===== src/rtl/fir_in_ctrl.sv =====
// FIR input-rate job sequencer: latches rate/tail/len, flushes the rate
// stage, marks the last input and counts outputs to completion.
//
// Ports:
//   clk, rst_n              clock, async active-low reset
//   start, abort            job request / cancel (abort wins outside IDLE)
//   cfg_rate/tail/len       job configuration, sampled on accepted start
//   dma_valid,in_rate_ready input handshake into the rate stage
//   out_valid, in_ready     output handshake from the rate stage
//   rate, tail, flush       rate stage controls
//   last_in                 final input sample marker
//   busy, done, err         job status
module fir_in_ctrl #(
  parameter int W_RATE = 4,
  parameter int W_TAIL = 8,
  parameter int W_LEN  = 16
) (
  input  logic              clk,
  input  logic              rst_n,
  input  logic              start,
  input  logic              abort,
  input  logic [W_RATE-1:0] cfg_rate,
  input  logic [W_TAIL-1:0] cfg_tail,
  input  logic [W_LEN-1:0]  cfg_len,
  input  logic              dma_valid,
  input  logic              in_rate_ready,
  input  logic              out_valid,
  input  logic              in_ready,
  output logic [W_RATE-1:0] rate,
  output logic [W_TAIL-1:0] tail,
  output logic              flush,
  output logic              last_in,
  output logic              busy,
  output logic              done,
  output logic              err
);

  localparam int WE = W_LEN + W_RATE + 1;

  typedef enum logic [2:0] {
    S_IDLE,
    S_FLUSH,
    S_RUN,
    S_DRAIN,
    S_DONE,
    S_ABORT
  } state_t;

  state_t state, state_nx;

  logic [W_RATE-1:0] rate_q;
  logic [W_TAIL-1:0] tail_q;
  logic [W_LEN-1:0]  len_q;
  logic [WE-1:0]     exp_q;
  logic [W_LEN-1:0]  in_cnt;
  logic [WE-1:0]     out_cnt;
  logic              flush_q;
  logic              done_q;
  logic              err_q;

  logic              acc_in;
  logic              acc_out;
  logic              in_last;
  logic              out_hit;
  logic              go;
  logic              bad;
  logic [WE-1:0]     exp_new;

  assign acc_in  = dma_valid & in_rate_ready;
  assign acc_out = out_valid & in_ready;
  assign in_last = (in_cnt == len_q - W_LEN'(1));
  // Compare against the post-increment count so completion is seen
  // on the same edge that accepts the final output.
  assign out_hit = acc_out & (out_cnt + WE'(1) == exp_q);
  assign go      = (state == S_IDLE) & start & (cfg_len != '0);
  assign bad     = (state == S_IDLE) & start & (cfg_len == '0);

  // rate==0 collapses to len*1, so one expression covers both cases.
  assign exp_new = WE'(cfg_len) * (WE'(cfg_rate) + WE'(1))
                 + WE'(cfg_tail) + WE'(1);

  always_ff @(posedge clk or negedge rst_n) begin
    if (!rst_n) begin
      state <= S_IDLE;
    end else begin
      state <= state_nx;
    end
  end

  always_comb begin
    state_nx = state;
    unique case (state)
      S_IDLE:  if (go) state_nx = S_FLUSH;
      S_FLUSH: state_nx = S_RUN;
      S_RUN: begin
        if (out_hit)
          state_nx = S_DONE;
        else if (acc_in & in_last)
          state_nx = S_DRAIN;
      end
      S_DRAIN: if (out_hit) state_nx = S_DONE;
      S_DONE:  state_nx = S_IDLE;
      S_ABORT: state_nx = S_IDLE;
      default: state_nx = S_IDLE;
    endcase
    if (abort && state != S_IDLE && state != S_ABORT)
      state_nx = S_ABORT;
  end

  always_comb begin
    busy    = (state == S_FLUSH) | (state == S_RUN) |
              (state == S_DRAIN) | (state == S_ABORT);
    last_in = (state == S_RUN) & in_last & dma_valid;
  end

  always_ff @(posedge clk or negedge rst_n) begin
    if (!rst_n) begin
      rate_q <= '0;
      tail_q <= '0;
      len_q  <= '0;
      exp_q  <= '0;
    end else if (go) begin
      rate_q <= cfg_rate;
      tail_q <= cfg_tail;
      len_q  <= cfg_len;
      exp_q  <= exp_new;
    end
  end

  always_ff @(posedge clk or negedge rst_n) begin
    if (!rst_n) begin
      in_cnt  <= '0;
      out_cnt <= '0;
    end else if (state == S_FLUSH) begin
      in_cnt  <= '0;
      out_cnt <= '0;
    end else begin
      if (state == S_RUN && acc_in)
        in_cnt <= in_cnt + W_LEN'(1);
      if ((state == S_RUN || state == S_DRAIN) && acc_out)
        out_cnt <= out_cnt + WE'(1);
    end
  end

  always_ff @(posedge clk or negedge rst_n) begin
    if (!rst_n) begin
      flush_q <= 1'b0;
      done_q  <= 1'b0;
      err_q   <= 1'b0;
    end else begin
      flush_q <= (state_nx == S_FLUSH) | (state_nx == S_ABORT);
      done_q  <= (state_nx == S_DONE);
      err_q   <= bad;
    end
  end

  assign rate  = rate_q;
  assign tail  = tail_q;
  assign flush = flush_q;
  assign done  = done_q;
  assign err   = err_q;

endmodule


===== config.mk =====
export PLATFORM = sky130hd
export DESIGN_NAME = fir_in_ctrl
export DESIGN_NICKNAME = d
export VERILOG_FILES = /design/src/rtl/fir_in_ctrl.sv
export SDC_FILE = /design/constraint.sdc
export NUM_CORES = 1
export LEC_CHECK = 0
export ABC_CLOCK_PERIOD_IN_PS = 3450
export BUFFER_PORTS_ARGS = -buffer_cell sky130_fd_sc_hd__clkbuf_2
export CAP_MARGIN = 20
export CORE_MARGIN = 5
export CORE_UTILIZATION = 62
export CTS_BUF_LIST = sky130_fd_sc_hd__clkbuf_16
export DETAILED_ROUTE_END_ITERATION = 12
export PLACE_DENSITY = 0.88
export SYNTH_ARGS = -nofsm -noshare
export SYNTH_HDL_FRONTEND = slang
export SYNTH_SLANG_ARGS = --single-unit

===== constraint.sdc =====
create_clock -name clk -period 3.45 [get_ports clk]
set_input_delay 0.8625 -clock clk [delete_from_list [all_inputs] [get_ports clk]]
set_output_delay 0.8625 -clock clk [all_outputs]
set_load 0.05 [all_outputs]

## After elaboration in Yosys (flattened, before gate mapping)

Index checks and enable logic that the tools add are counted.

| storage, ports and cells | value |
|---|---|
| bits of input ports | 36 |
| logic and storage cells | 61 |
| bits in registers | 92 |
| output and inout bits | 17 |

| cells by class | value |
|---|---|
| multipliers | 1 |
| eq/ne operators | 10 |
| mux-type cells | 10 |
| $add $sub $neg | 6 |
| reduce and logical (&&, ||, !) cells | 11 |
| bitwise operators | 13 |

Operators with widths:

| kind | count |
|---|---|
| $add 21x1->21 const B | 2 |
| $mux 21 | 2 |
| $mux 16 | 2 |
| $add 21x8->21 | 1 |
| $eq 21x21->1 | 1 |
| $mul 16x5->21 | 1 |
| $add 16x1->16 const B | 1 |
| $eq 16x16->1 | 1 |
| $logic_not 16->1 | 1 |
| $reduce_bool 16->1 | 1 |
| $sub 16x1->16 const B | 1 |
| $mux 3 | 5 |
| $pmux 3 s4 | 1 |
| $and 1x1->1 | 9 |
| $eq 3x3->1 const B | 3 |
| $eq 3x1->1 const B | 2 |
| $eq 3x2->1 const B | 2 |
| $add 4x1->5 const B | 1 |
| $logic_and 1x1->1 | 4 |
| $or 1x1->1 | 4 |
| $reduce_bool 2->1 | 2 |
| $logic_not 3->1 | 1 |
| $ne 3x3->1 const B | 1 |
| $reduce_bool 3->1 | 1 |
| $logic_or 1x1->1 | 1 |

## Longest topological paths before layout

| logic depth | value |
|---|---|
| depth in word-level cells | 9 |
| mapped depth | 19 |
| gate-level depth less buffers | 18 |

## Worst setup path after synthesis

OpenSTA, ideal clock, no wires.

| timing path | value |
|---|---|
| path type | input to register |
| from | in cfg_rate[2] |
| to | reg exp_q[14] |
| required time | 3.325 ns |
| setup slack | -1.690 ns |
| arrival time | 5.015 ns |
| setup time | 0.125 ns |
| cell stages on the path | 17 |
| buffers on the path | 1 |
| cells stage by stage | nand3_1 xor2_1 clkbuf_1 nand2b_1 fa_1 fa_1 fa_1 inv_1 ha_1 a21o_1 a21oi_1 o21bai_1 a41oi_1 nor2b_1 o41ai_1 xnor2_1 mux2_2 |

| on the way | value |
|---|---|
| cells in the longest elaborated chain, start to end | 4 |

RTL lines:

| what | line | source |
|---|---|---|
| start: declaration | 22 | `input logic [W_RATE-1:0] cfg_rate,` |
| $add 4x1->5 | 79 | `assign exp_new = WE'(cfg_len) * (WE'(cfg_rate) + WE'(1))` |
| $mul 16x5->21 | 79 |  |
| $add 21x8->21 | 80 | `+ WE'(cfg_tail) + WE'(1);` |
| $add 21x1->21 | 80 |  |
| end signal: assignment | 126 | `exp_q <= exp_new;` |
| end: declaration | 54 | `logic [WE-1:0] exp_q;` |

Every way passes these cells.
A chain may end at the register's enable or synchronous reset.

## Final worst setup path

| timing path | value |
|---|---|
| from | in cfg_rate[0] |
| to | reg exp_q[18] |

The elaborated chain is that of the path after synthesis.

==> results.ini <==
[outcome]
status=finished with violations
violations=setup timing

[route]
dr.pass1.iters=7
drt-vias-per-instance=6.78
num_vias=8138
drt_iter0_markers=1334
drt-wirelength-per-cell_um=24.7
drtAntennaViolNets=0
drc_errors=0
drt_wl_total_mm=29.6

[logic_synthesis]
ys_ff_latch=92
yosysWarnings=0
avgSynthCellArea_um2=9.22
synth_cells=875
ys.flop_type=dfrtp_1
synth-edff-count=0
ys_types=71
synthArstFlopShare_pct=100
synth-seq-area-share_pct=28.5
syn-num-nets=1002
syn-cell-area_um2=8070

[critical_path]
worst_setup_path_start_kind=input pin
r2r_setup_slack_ns=0.17
crit_path_end_kind=flip-flop
cp_max_fo=6
required_ns=3.70
crit_arrival_ns=5.22
path_class=in2reg

[finish]
seq_area_um2=2300
drive_gt1_share_pct=30.8
syn2layout_area_growth_pct=26.6
n_antenna_cell=0
nFillCells=606
fin_nets=1150
multi_input_area_um2=5790
layout_commonest_cell=buf_4
fin_cells=1200
mostFrequentLayoutCells=buf_4, dfrtp_1, inv_1, nand2_1, fa_1
fin_util_pct=80.6

[timing]
setup_slack_ns=-1.52
final_max_slew_viol_count=0
whs_ns=0.507
fin_crit_ns=4.97
hold_viol=0
tns_ns=-19.62
rsz0062_at_grt=true
slew_headroom_pct=56.8
worst_pin_slew_ns=0.648
fin_crit_sh_pct=144
max_freq_ghz=0.201
fin_worst_skew_ns=0.00671
report.final.setup_viol=19

[die]
rows=41
die-height_um=124
num_io_pins=53
dieArea_um2=15400
core_um2=12700
start_util_pct=63.7
die_x_um=124

[clock_network]
cts_sinks=92
cts_tree=done
root_buffer=clkbuf_16
cts_buffers=9
path_clk_slew_ns=0.07
clockBufferDepth=2
worst_skew_pair.late_latency_ns=0.36
htreeDepth=3

[pwr]
ir_drop_mv=0.520
power_leakage_nw=4.72
powerDensity_nw_per_um2=712

[global_routing]
overflow=0
antenna_found_initial=0
grt_usage_pct=33.7
grt_first_pass_wirelength_mm=40.0
grt_max_degree=50
grt_pass1_vias=7781

[placement]
hpwl_mm=15.7
pre_cts_slack_ns=-1.75
placedCellCount=1159
globalplace.congestion=0.942
port_buffers=52

[hold_path]
hold_path.class=in2async

[flow_run]
drv_cap=0

==> final timing paths <==
kind / from / endpoint / depth (start not counted)
min in group clk: tail[5]$_DFFE_PN0P_ / tail[5]$_DFFE_PN0P_ / 1
hold reg to reg: tail[5]$_DFFE_PN0P_ / tail[5]$_DFFE_PN0P_ / 1
setup reg to reg: out_cnt[0]$_DFFE_PN0P_ / done$_DFF_PN0_ / 9
hold / removal: rst_n / in_cnt[4]$_DFFE_PN0P_ / 1
max in group asynchronous: rst_n / out_cnt[15]$_DFFE_PN0P_ / 2
setup / recovery: cfg_rate[0] / exp_q[18]$_DFFE_PN0P_ / 19
==> synth_stat cells (15+ instances only) <==
cell type / count / area, µm²
nand2b_1: 15 / 93.8
inv_1: 87 / 327
mux2_2: 33 / 372
clkbuf_1: 23 / 86.3
nand3_1: 18 / 90.1
nor2b_1: 37 / 231
dfrtp_1: 92 / 2300
nand2_1: 64 / 240
xor2_1: 41 / 359
ha_1: 40 / 500
nor2_1: 50 / 188
o21ai_0: 51 / 255
a21oi_1: 33 / 165
xnor2_1: 37 / 324
and2_1: 43 / 269
fa_1: 51 / 1020
==> cell families after synthesis <==
kind of cell    synth area share (%)
buf+inv                         6.33
xor+xnor                        8.47
mux                             5.47
simple gates                    20.9
fa+ha+maj                       18.9
flops                           28.5
compound gates                  11.5
==> power breakdown <==
part / internal [mW] / total (mW) / leakage (nW) / switching, mW
clock network: 0.485 / 0.957 / 0.132 / 0.472
logic: 1.98 / 4.54 / 3.40 / 2.56
registers: 1.40 / 1.77 / 1.19 / 0.377
total: 3.86 / 7.27 / 4.72 / 3.41
==> worst max-delay path: stages <==
cell      delay [ns]
buf_8           0.11
ha_4            0.18
xor2_4          0.29
buf_6           0.19
and2_4          0.16
fa_1            0.43
fa_1            0.53
inv_1           0.07
fa_1            0.53
inv_1           0.08
ha_2            0.19
or3_4           0.35
o21bai_4        0.20
a41oi_2         0.23
buf_4           0.16
nand2b_4        0.16
a31o_4          0.20
xor2_2          0.20
o21ai_2         0.10
==> routing by layer <==
| metal | share of wire [%] | global-route usage, % | vias to the layer above | wire (µm) |
|---|---|---|---|---|
| met2 | 45 | 54.9 | 782 | 13400 |
| met3 | 12 | 7.49 | 263 | 3550 |
| met4 | 8.8 | 19.5 | 0 | 2620 |
| met5 | 0 | 0 | - | 0 |
| li1 | - | - | 3249 | - |
| met1 | 34 | 41.4 | 3844 | 10000 |
==> registers in the layout (all words and copies together), names as in the netlist <==
signal / count
state: 3
err: 1
done: 1
flush: 1
rate: 4
exp_q: 21
out_cnt: 21
in_cnt: 16
tail: 8
len_q: 16
==> area by class of cell <==
type,count,area share [%]
repair buffers,173,12.9
flip-flops and latches,92,22.5
clock inverters,7,0.429
multi-input cells,660,56.7
clock buffers,9,2.20
well taps,172,2.11
inverters,87,3.20
==> through the flow <==
step / power, mW / instance area (µm²)
after floorplan: 4.07 / 8290
after CTS: 6.41 / 9800
final: 7.27 / 10200
after global placement: 4.98 / 9310
after global routing: 7.53 / 10200
after detailed placement: 5.20 / 9310
==> what timing repair did <==
action / 4_1_cts / 5_1_grt
endpoints found under the setup margin: 19 / 19
hold buffers: 0 / 0
cloned: 0 / 1
buffers inserted: 9 / 17
pin swaps: 27 / 51
resized for setup: 41 / 62
Power figures use the tool's default switching activity.
